--- src/rtl/frame_dump_pkg.sv ---
// Shared definitions for the thumbnail dump sequencer: state encoding,
// sync header bytes and the shadow-word byte selector.
package frame_dump_pkg;

   typedef enum logic [2:0] {
      IDLE,
      WAIT_FRAME,
      HEADER,
      FETCH,
      SEND,
      ADVANCE,
      DONE
   } state_t;

   localparam logic [7:0] HDR_BYTE0 = 8'hA5;
   localparam logic [7:0] HDR_BYTE1 = 8'h5A;

   // Byte 0 is the most significant byte of the buffer word.
   function automatic logic [7:0] word_byte(input logic [31:0] w, input logic [1:0] z);
      logic [7:0] b;
      case (z)
         2'd0:    b = w[31:24];
         2'd1:    b = w[23:16];
         2'd2:    b = w[15:8];
         default: b = w[7:0];
      endcase
      return b;
   endfunction

endpackage

--- src/rtl/tx_pacer.sv ---
// UART pacing: counts idle cycles since the last busy/strobe cycle and
// reports when another byte may be written.
module tx_pacer #(
   parameter int HOLDOFF = 8191
) (
   input  logic clk12,
   input  logic areset_n,
   input  logic tx_busy,
   input  logic tx_wr,
   output logic ready
);

   localparam int HC_W = $clog2(HOLDOFF + 1);
   localparam logic [HC_W-1:0] HC_MAX = HC_W'(HOLDOFF);

   logic [HC_W-1:0] hc;

   always_ff @(posedge clk12 or negedge areset_n) begin
      if (!areset_n)
         hc <= '0;
      else if (tx_busy || tx_wr)
         hc <= '0;
      else if (hc != HC_MAX)
         hc <= hc + 1'b1;
   end

   assign ready = (hc == HC_MAX) && !tx_busy && !tx_wr;

endmodule

--- src/rtl/frame_dump_ctrl.sv ---
// Frame-aligned thumbnail dump: freezes the downsample buffer, walks it
// row by row and streams each 32-bit word MSB-first to the debug UART.
module frame_dump_ctrl
   import frame_dump_pkg::*;
#(
   parameter int COLS    = 40,
   parameter int ROWS    = 30,
   parameter int X_W     = 6,
   parameter int Y_W     = 5,
   parameter int RD_LAT  = 1,
   parameter int HOLDOFF = 8191,
   parameter int HDR_EN  = 1
) (
   input  logic           clk12,
   input  logic           areset_n,
   input  logic           trigger,
   input  logic           abort,
   input  logic           frame_sync,
   output logic           freeze,
   output logic [X_W-1:0] read_x,
   output logic [Y_W-1:0] read_y,
   input  logic [31:0]    read_q,
   output logic [7:0]     tx_data,
   output logic           tx_wr,
   input  logic           tx_busy,
   output logic           busy,
   output logic           done
);

   localparam logic [X_W-1:0] X_LAST = X_W'(COLS - 1);
   localparam logic [Y_W-1:0] Y_LAST = Y_W'(ROWS - 1);
   localparam logic [1:0]     LAT    = 2'(RD_LAT);

   state_t      state;
   logic [1:0]  z;
   logic [1:0]  lat;
   logic [31:0] shadow;
   logic        ready;

   tx_pacer #(.HOLDOFF(HOLDOFF)) u_pacer (
      .clk12    (clk12),
      .areset_n (areset_n),
      .tx_busy  (tx_busy),
      .tx_wr    (tx_wr),
      .ready    (ready)
   );

   assign busy = (state != IDLE);

   always_ff @(posedge clk12 or negedge areset_n) begin
      if (!areset_n) begin
         state   <= IDLE;
         freeze  <= 1'b0;
         read_x  <= '0;
         read_y  <= '0;
         tx_data <= '0;
         tx_wr   <= 1'b0;
         done    <= 1'b0;
         z       <= '0;
         lat     <= '0;
         shadow  <= '0;
      end else begin
         tx_wr <= 1'b0;
         done  <= 1'b0;
         // Abort outranks everything once a dump is armed, including frame_sync.
         if (abort && state != IDLE) begin
            state  <= IDLE;
            freeze <= 1'b0;
         end else begin
            case (state)
               IDLE: begin
                  if (trigger)
                     state <= WAIT_FRAME;
               end
               WAIT_FRAME: begin
                  if (frame_sync) begin
                     freeze <= 1'b1;
                     read_x <= '0;
                     read_y <= '0;
                     z      <= '0;
                     lat    <= '0;
                     state  <= (HDR_EN != 0) ? HEADER : FETCH;
                  end
               end
               HEADER: begin
                  if (ready) begin
                     tx_data <= z[0] ? HDR_BYTE1 : HDR_BYTE0;
                     tx_wr   <= 1'b1;
                     if (z[0]) begin
                        z     <= '0;
                        lat   <= '0;
                        state <= FETCH;
                     end else begin
                        z <= z + 1'b1;
                     end
                  end
               end
               FETCH: begin
                  // Address has been stable since entry; read_q settles RD_LAT cycles later.
                  if (lat == LAT) begin
                     shadow <= read_q;
                     z      <= '0;
                     state  <= SEND;
                  end else begin
                     lat <= lat + 1'b1;
                  end
               end
               SEND: begin
                  if (ready) begin
                     tx_data <= word_byte(shadow, z);
                     tx_wr   <= 1'b1;
                     z       <= z + 1'b1;
                     if (z == 2'd3)
                        state <= ADVANCE;
                  end
               end
               ADVANCE: begin
                  lat <= '0;
                  if (read_x == X_LAST && read_y == Y_LAST) begin
                     state <= DONE;
                  end else if (read_x == X_LAST) begin
                     read_x <= '0;
                     read_y <= read_y + 1'b1;
                     state  <= FETCH;
                  end else begin
                     read_x <= read_x + 1'b1;
                     state  <= FETCH;
                  end
               end
               DONE: begin
                  done   <= 1'b1;
                  freeze <= 1'b0;
                  state  <= IDLE;
               end
               default: state <= IDLE;
            endcase
         end
      end
   end

endmodule

--- config.mk ---
export PLATFORM = sky130hd
export DESIGN_NAME = frame_dump_ctrl
export DESIGN_NICKNAME = d
export VERILOG_FILES = /design/src/rtl/frame_dump_pkg.sv /design/src/rtl/tx_pacer.sv /design/src/rtl/frame_dump_ctrl.sv
export SDC_FILE = /design/constraint.sdc
export NUM_CORES = 1
export LEC_CHECK = 0
export BUFFER_PORTS_ARGS = -buffer_cell sky130_fd_sc_hd__buf_2
export CORE_MARGIN = 5
export CORE_UTILIZATION = 30
export DETAILED_ROUTE_END_ITERATION = 10
export PLACE_DENSITY_LB_ADDON = 0.05
export SLEW_MARGIN = 20
export SYNTH_ARGS = -nofsm -noshare
export SYNTH_HDL_FRONTEND = slang
export SYNTH_SLANG_ARGS = --single-unit
--- constraint.sdc ---
create_clock -name clk12 -period 2.5 [get_ports clk12]
set_clock_uncertainty 0.15 [all_clocks]
set_input_delay 0.125 -clock clk12 [delete_from_list [all_inputs] [get_ports clk12]]
set_output_delay 0.125 -clock clk12 [all_outputs]
set_load 0.05 [all_outputs]
Yosys cells after proc, flatten, opt, wreduce, memory -nomap -nowiden:

Index checks and enable logic that the tools add are counted.

* register bits: 74
* input port bits: 38
* output and inout bits: 23
* word-level logic and storage cells: 114

* add/subtract/negate cells: 5
* eq/ne operators: 29
* mux-type cells: 43
* bitwise operators: 1
* reductions and logical operators: 25

Operators with widths (count)
* 3-bit 2-to-1 mux: 9
* 13-bit 2-to-1 mux: 2
* 8-bit 2-to-1 mux: 3
* 8-bit case mux with 3 select lines: 1
* 3-bit != test, second input constant: 7
* 6-bit 2-to-1 mux: 3
* 3-bit case mux with 6 select lines: 1
* 2-bit 2-to-1 mux: 8
* 2-bit != test, second input constant: 8
* 2-bit case mux with 4 select lines: 2
* 8-bit case mux with 2 select lines: 1
* 5-bit 2-to-1 mux: 3
* 13-bit by 1-bit adder with 13-bit output, second input constant: 1
* 13-bit == test, second input constant: 1
* 13-bit != test, second input constant: 1
* 6-bit case mux with 2 select lines: 1
* 6-bit AND reduction: 2
* 5-bit case mux with 2 select lines: 1
* 3-bit == test, second input constant: 3
* 4-bit AND reduction: 2
* 4-bit nonzero test: 2
* 1-bit 2-to-1 mux: 7
* 7-bit AND reduction: 1
* 6-bit by 1-bit adder with 6-bit output, second input constant: 1
* other kinds (21): 32

Longest topological paths before layout:

Gate-level depths: netlist (run 1).

* word-level depth: 6
* gate-level depth with buffers: 7
* mapped depth without buffers: 6

Cells and area by module:

Synthesis (run 1) repeated with hierarchy kept, for this count alone.

* cells, all modules: 364
* area total of the unflattened synthesis: 3900.0 µm²

Modules (own cells, without submodules)
* frame_dump_ctrl: instances 1, cells an instance 285, area an instance 3176.8 µm², seq. area each 1526.5 µm²
* tx_pacer: instances 1, cells an instance 79, area an instance 723.2 µm², seq. area each 325.3 µm²

Worst setup path after synthesis (run 1):

Ideal clock, no wire load.

* path kind: register to register
* from: reg read_x[0]
* to: reg read_y[3]
* library setup time: 0.119 ns
* data arrival time: 1.934 ns
* data required time: 2.231 ns
* slack: 0.297 ns
* stages on the path, launching flop included: 6
* path buffers: 0
* clock period less this slack: 2.203 ns
* cell sequence: dfrtp_1 ha_1 nand4b_1 o31a_1 o31a_1 o21a_1

* word-level cells in the longest chain between the ends: 4
* elaborated cells on any way between the ends: 5
* classes of those cells: eq/ne: 3; reduce/logical: 2

RTL lines
* start, declared: line frame_dump_ctrl.sv:20 `output logic [X_W-1:0] read_x,`
* start signal, assigned: line frame_dump_ctrl.sv:126 `read_x <= read_x + 1'b1;`
* 6-bit == test (*): line frame_dump_ctrl.sv:119, frame_dump_ctrl.sv:121
* 1-bit logical AND: line frame_dump_ctrl.sv:119 `if (read_x == X_LAST && read_y == Y_LAST) begin`
* 2-bit != test (no source line)
* 5-bit AND reduction (no source line) (*)
* end signal, assigned: line frame_dump_ctrl.sv:123 `read_y <= read_y + 1'b1;`
* end, declared: line frame_dump_ctrl.sv:21 `output logic [Y_W-1:0] read_y,`

Mark *: on every way between the ends. The rest lies on a longest branch, timed or not.
A chain may end at the register's enable or synchronous reset.

Worst setup path after layout (run 1):

* from: reg z[0]
* to: reg state[0]

* word-level cells in the longest chain between the ends: 3
* elaborated cells on any way between the ends: 4
* classes of those cells: eq/ne: 3; reduce/logical: 1

RTL lines
* start, declared: line frame_dump_ctrl.sv:35 `logic [1:0] z;`
* start signal, assigned: line frame_dump_ctrl.sv:94 `z <= z + 1'b1;`
* start signal, assigned: line frame_dump_ctrl.sv:112 `z <= z + 1'b1;`
* 2-bit == test: line frame_dump_ctrl.sv:113 `if (z == 2'd3)`
* 3-bit != test (no source line)
* 7-bit AND reduction (no source line) (*)
* end signal, assigned: line frame_dump_ctrl.sv:82 `state <= (HDR_EN != 0) ? HEADER : FETCH;`
* end, declared: line frame_dump_ctrl.sv:34 `state_t state;`

Marked as above.

==> results.yml, run 1 <==
final_layout:
  areaGrowthSynthToFinish_pct: 29.4
  fin_nets: 502
  final_common_cell: "dfrtp_1"
  antennaDiodeCount: 0
  seq_area_um2: 1850
  final_cell_mix: "74 x dfrtp_1, 59 x buf_2, 37 x mux2_2"
  fill_cells: 1306
  multi_input_area_um2: 1930
  drive_above_1_share_pct: 28.9
cts:
  cts_max_level: 3
  path_clk_slew_ps: 60
  root_buffer: "clkbuf_16"
  insertion_delay_ps: 340
  cts_buffers: 9
  cts.sinks: 74
  cts_buffer_depth: 2
  cts_tree: "built"
worst_setup_path:
  cp.arrival_ps: 2310
  criticalPathCategory: "reg2reg"
  slowest_delay_ps: 510
  crit_slowest_cell: "a2111oi_0"
  end_kind: "flop"
  crit_chain: "ha_1 -> clkinv_1 -> a2111oi_0 -> a31oi_1 -> o221ai_1"
  start_kind: "flop"
  cp_max_fo: 9
  required_ps: 2600
place:
  dp_slack_ps: 331
  place_congestion: 0.794
  post-dp-hpwl_um: 7060
  portBuffers: 60
sta:
  hold_violations: 0
  slew_headroom_pct: 57.9
  setup_tns_ps: 0
  finalWorstSetupSlack_ps: 290
  finalCriticalPeriod_ps: 2210
  slew_viol_final: 0
  setup_viol: 0
  rsz0062_at_grt: "false"
  tightest_slew_ps: 624
  timing.fmax_mhz: 452
  post-route-period-util_pct: 88.4
power_and_ir_drop:
  p_sw_share_pct: 30.5
  power.switching_mw: 1.19
  power.density_nw_per_um2: 769
  power_frac_clock_pct: 33.8
  p_comb_share_pct: 22.6
  p_seq_share_pct: 43.6
  p_leak_nw: 2.42
  p_int_mw: 2.72
  irDropWorstVdd_mv: 0.402
synthesis:
  yosysWarnings: 0
  syn_area_um2: 3930
  avgSynthCellArea_um2: 10.9
  ys_ff_latch: 74
  synth-edff-count: 0
  syn_inst: 361
  syn_nets: 408
  synth_ff_type: "dfrtp_1"
  synth_area_leaders: "dfrtp_1 47%, mux2_2 11%, mux2i_1 3.8%"
  synth_top_cell_area_share_pct: 47.2
  synth.largest_area_cell: "dfrtp_1"
  ys_types: 63
  seq_area_frac_synth_pct: 47.2
  async_flop_share_pct: 100
global_route:
  grt.overflow.total: 0
  grt_use_total_pct: 13.7
  grt_pass1_wl_um: 17300
  grt_max_degree: 43
  grt_pass1_vias: 3179
  antenna_found_initial: 0
floorplan:
  fp.dieH_um: 124
  die-width_um: 124
  design.core.area_um2: 12700
  die_area_um2: 15500
  num_rows: 41
  start_util_pct: 30.9
  io_pins: 61
route:
  ant_nets: 0
  routedWlPerCell_um: 15.9
  vias_per_cell: 5.04
  via_count: 3183
  drt-total-wl_um: 10000
  drtIter0Drc: 224
  drt_pass1_iterations: 4
  drc_errors: 0
flow_run:
  cap_violations: 0
run_status:
  status: "completed"
worst_hold_path:
  worstHoldPathType: "in2reg"
==> per-stage QoR <==
step | hold WS [ps] | cells | util [%] | power [mW] | cell area, um2
2_1_floorplan | -321 | 361 | - | 2.30 | 3930
3_3_place_gp | 26.9 | 582 | 34.9 | 2.59 | 4440
3_5_place_dp | 31.5 | 582 | 34.9 | 2.58 | 4440
4_1_cts | 12.9 | 632 | 39.9 | 3.97 | 5080
5_1_grt | 31.8 | 632 | 39.9 | 4.15 | 5080
6_report | 24.3 | 632 | 39.9 | 3.91 | 5080
==> final timing paths <==
path	from	endpoint	slack (ps)	cells past startpoint
worst max-delay path	z[0]	state[0]	290	5
worst min-delay path	tx_busy	u_pacer.hc[11]	20	3
worst max register to register	z[0]	state[0]	290	5
worst min register to register	lat[0]	lat[0]	330	1
max in group asynchronous	areset_n	shadow[12]	1430	3
min in group asynchronous	areset_n	read_y[3]	190	2
==> cell usage after synthesis, types with 3 or more instances <==
master and number:
a2111oi_0 3, a211oi_1 3, a21o_1 3, a21oi_1 24
a222oi_1 4, a22oi_1 5, and3_1 4, and4_1 3
buf_2 6, clkbuf_1 11, dfrtp_1 74, ha_1 9
inv_1 13, mux2_2 37, mux2i_1 15, nand2_1 21
nand2b_1 4, nand3_1 13, nand4_1 4, nand4b_1 3
nor2_1 13, nor2b_1 6, nor3_1 6, nor3b_1 4
nor4_1 3, o21ai_0 13, o22ai_1 3, o2bb2ai_1 4
o31ai_1 4, or3_1 8
==> cells by family after synthesis <==
kind of cell | share of synthesized area, %
compound gates | 15.1
xor+xnor | 0.223
fa+ha+maj | 2.87
buf+inv | 3.63
flops | 47.2
mux | 14.4
simple gates | 16.5
==> registers in the layout, indices dropped and copies added, names as in the netlist <==
signal and flops:
read_x 6, z 2, shadow 32, tx_wr 1, done 1, lat 2
state 3, freeze 1, read_y 5, u_pacer.hc 13, tx_data 8
==> routing by layer <==
layer	track usage, %	wire length [um]	up-vias
met5	0	0	-
li1	-	-	1545
met2	20.3	4590	75
met3	3.04	403	14
met4	5.48	183	0
met1	19.3	4850	1549
==> critical path, delay by kind of cell (launching register included) <==
kind	cells	cell delay (ps)
AOI/OAI and AO/OA	3	770
adders and majority gates	1	390
buffers and inverters	1	340
DFF	1	460
==> layout make-up <==
cell class | instances | area share, %
Multi-Input combinational cell | 254 | 38.0
Sequential cell | 74 | 36.4
Timing Repair Buffer | 102 | 14.3
Clock buffer | 9 | 4.43
Tap cell | 172 | 4.23
Clock inverter | 7 | 1.53
Inverter | 14 | 1.03
==> repair_timing <==
action	in CTS	in global routing
hold buffers	34	0
hold endpoints to repair	76	0
setup buffers	0	0
resized for setup	0	0
==> power groups by stage <==
stage / Combinational, mW / Sequential (mW) / Clock, mW
after floorplan: 0.630 / 1.67 / 0
after global placement: 0.837 / 1.75 / 0
after detailed placement: 0.847 / 1.73 / 0
after CTS: 0.890 / 1.71 / 1.37
after global routing: 0.979 / 1.74 / 1.43
final: 0.883 / 1.71 / 1.32
Power figures use the tool's default switching activity.
==> inputs of run 2 (changes only) <==
BUFFER_PORTS_ARGS = unset   (was -buffer_cell sky130_fd_sc_hd__buf_2)
DONT_BUFFER_PORTS = 1   (was unset)
==> run 2 against run 1 <==
Compared with the run above:
- sequential share of layout area increased by 1.3 points
- register-to-register slack better by 110 ps
- clock power is 3% lower
- cell count shrank 6.6%
- core utilization decreased by 1.4 points
- sequential power barely moved
- critical endpoint is now read_x[1]
- largest power group unchanged
==> results.yml, run 2 (synthesis results as in run 1) <==
final_layout:
  final_common_cell: "dfrtp_1"
  multi_input_area_um2: 1930
  stdcell_area_um2: 4910
  seq_area_um2: 1850
  final_cell_mix: "74 x dfrtp_1, 37 x mux2_2, 37 x dlygate4sd3_1"
  drive_above_1_share_pct: 20.8
  utilization_pct: 38.6
  fin_nets: 461
  antennaDiodeCount: 0
  top_regs: "shadow (32), u_pacer.hc (13), tx_data (8)"
  fill_cells: 1327
  largest_reg_flops: 32
  regMostFlops: "shadow"
  areaGrowthSynthToFinish_pct: 25.0
sta:
  finalCriticalPeriod_ps: 2100
  hold_violations: 0
  tightest_slew_ps: 627
  slew_headroom_pct: 58.1
  setup_viol: 0
  rsz0062_at_grt: "false"
  whs_ps: 28.5
  slew_viol_final: 0
  finalWorstSetupSlack_ps: 404
  post-route-period-util_pct: 83.8
  timing.fmax_mhz: 477
  setup_tns_ps: 0
floorplan:
  num_rows: 41
  die-width_um: 124
  start_util_pct: 30.9
  die_area_um2: 15500
  io_pins: 61
  fp.dieH_um: 124
  design.core.area_um2: 12700
place:
  place_congestion: 0.748
  portBuffers: 0
  post-dp-hpwl_um: 6980
  dp_slack_ps: 418
  dpl_cell_area_um2: 4220
route:
  via_count: 3007
  ant_nets: 0
  drt-total-wl_um: 10200
  drc_errors: 0
  drtIter0Drc: 170
  vias_per_cell: 5.10
  routedWlPerCell_um: 17.2
  drt_pass1_iterations: 4
flow_run:
  cap_violations: 0
worst_setup_path:
  required_ps: 2610
  start_kind: "flop"
  reg2reg_depth: 5
  end_kind: "flop"
  crit_start: "read_x[0]"
  criticalPathCategory: "reg2reg"
  cp.arrival_ps: 2210
  cp_max_fo: 5
  reg2reg_to: "read_x[1]"
  critical_path.endpoint: "read_x[1]"
  r2r-start: "read_x[0]"
  reg2reg_slack_ps: 400
global_route:
  grt_max_degree: 75
  antenna_found_initial: 0
  grt.overflow.total: 0
  grt_pass1_vias: 3033
  grt_use_total_pct: 13.6
  grt_pass1_wl_um: 16900
worst_hold_path:
  worstHoldPathType: "in2reg"
cts:
  cts_max_level: 3
  cts_buffer_depth: 2
  cts.sinks: 74
  path_clk_slew_ps: 60
  insertion_delay_ps: 340
  root_buffer: "clkbuf_16"
  cts_setup_buffers: 0
  cts_buffers: 9
  cts_tree: "built"
power_and_ir_drop:
  power.density_nw_per_um2: 784
  irDropWorstVdd_mv: 0.411
  p_leak_nw: 2.25
run_status:
  status: "completed"
[run 2: changes by cell type in the layout (fill, tap and decap cells not counted), moves of 2 or more]
cell	previous run	this run
inv_6	2	0
dlygate4sd3_1	34	37
buf_4	7	23
buf_12	2	0
buf_2	59	0
[run 2: layout make-up]
cell class	count	area share, %
multi-input combinational	254	39.4
sequential	74	37.7
timing repair buffer	61	11.6
clock buffer	10	4.67
tap	172	4.39
clock inverter	5	1.15
inverter	14	1.07
[run 2: power by group]
part	switching [mW]	leakage (nW)	total (mW)	internal [mW]
combinational	0.410	1.12	0.860	0.450
clock	0.515	0.138	1.28	0.766
sequential	0.227	0.995	1.71	1.48
total	1.15	2.25	3.85	2.69
[run 2: worst min-delay path by stage]
stage                          start         to  slack [ps]  cells after the start
after floorplan             areset_n       done        -320                      0
after global placement      areset_n  read_y[2]        -320                      0
after detailed placement    areset_n  read_y[2]        -320                      0
after CTS                 frame_sync  read_y[3]          30                      2
after global routing      frame_sync  read_y[3]          50                      2
final                     frame_sync  read_y[3]          30                      2
[run 2: what timing repair did]
action | in CTS | in global routing
hold buffers | 38 | 0
hold endpoints to repair | 124 | 0
resized for setup | 0 | 0
[run 2: layer usage]
metal	global-route usage (%)	vias to the layer above	wire length (um)
met5	0	-	0
met2	20.7	71	4580
met1	18.2	1463	4810
li1	-	1461	-
met3	4.59	12	628
met4	4.45	0	146
[run 2: worst max-delay path, stage by stage (launching register included)]
cell      delay (ps)
dfrtp_1          350
ha_1             240
nand4b_1         250
nor3b_1          590
a21o_4           250
mux2i_1          190
[run 2: metrics by stage]
| stage | instances | total power [mW] |
|---|---|---|
| 6_report | 590 | 3.85 |
| 5_1_grt | 590 | 4.07 |
| 4_1_cts | 590 | 3.90 |
| 3_5_place_dp | 537 | 2.51 |
| 3_3_place_gp | 537 | 2.49 |
| 2_1_floorplan | 361 | 2.30 |
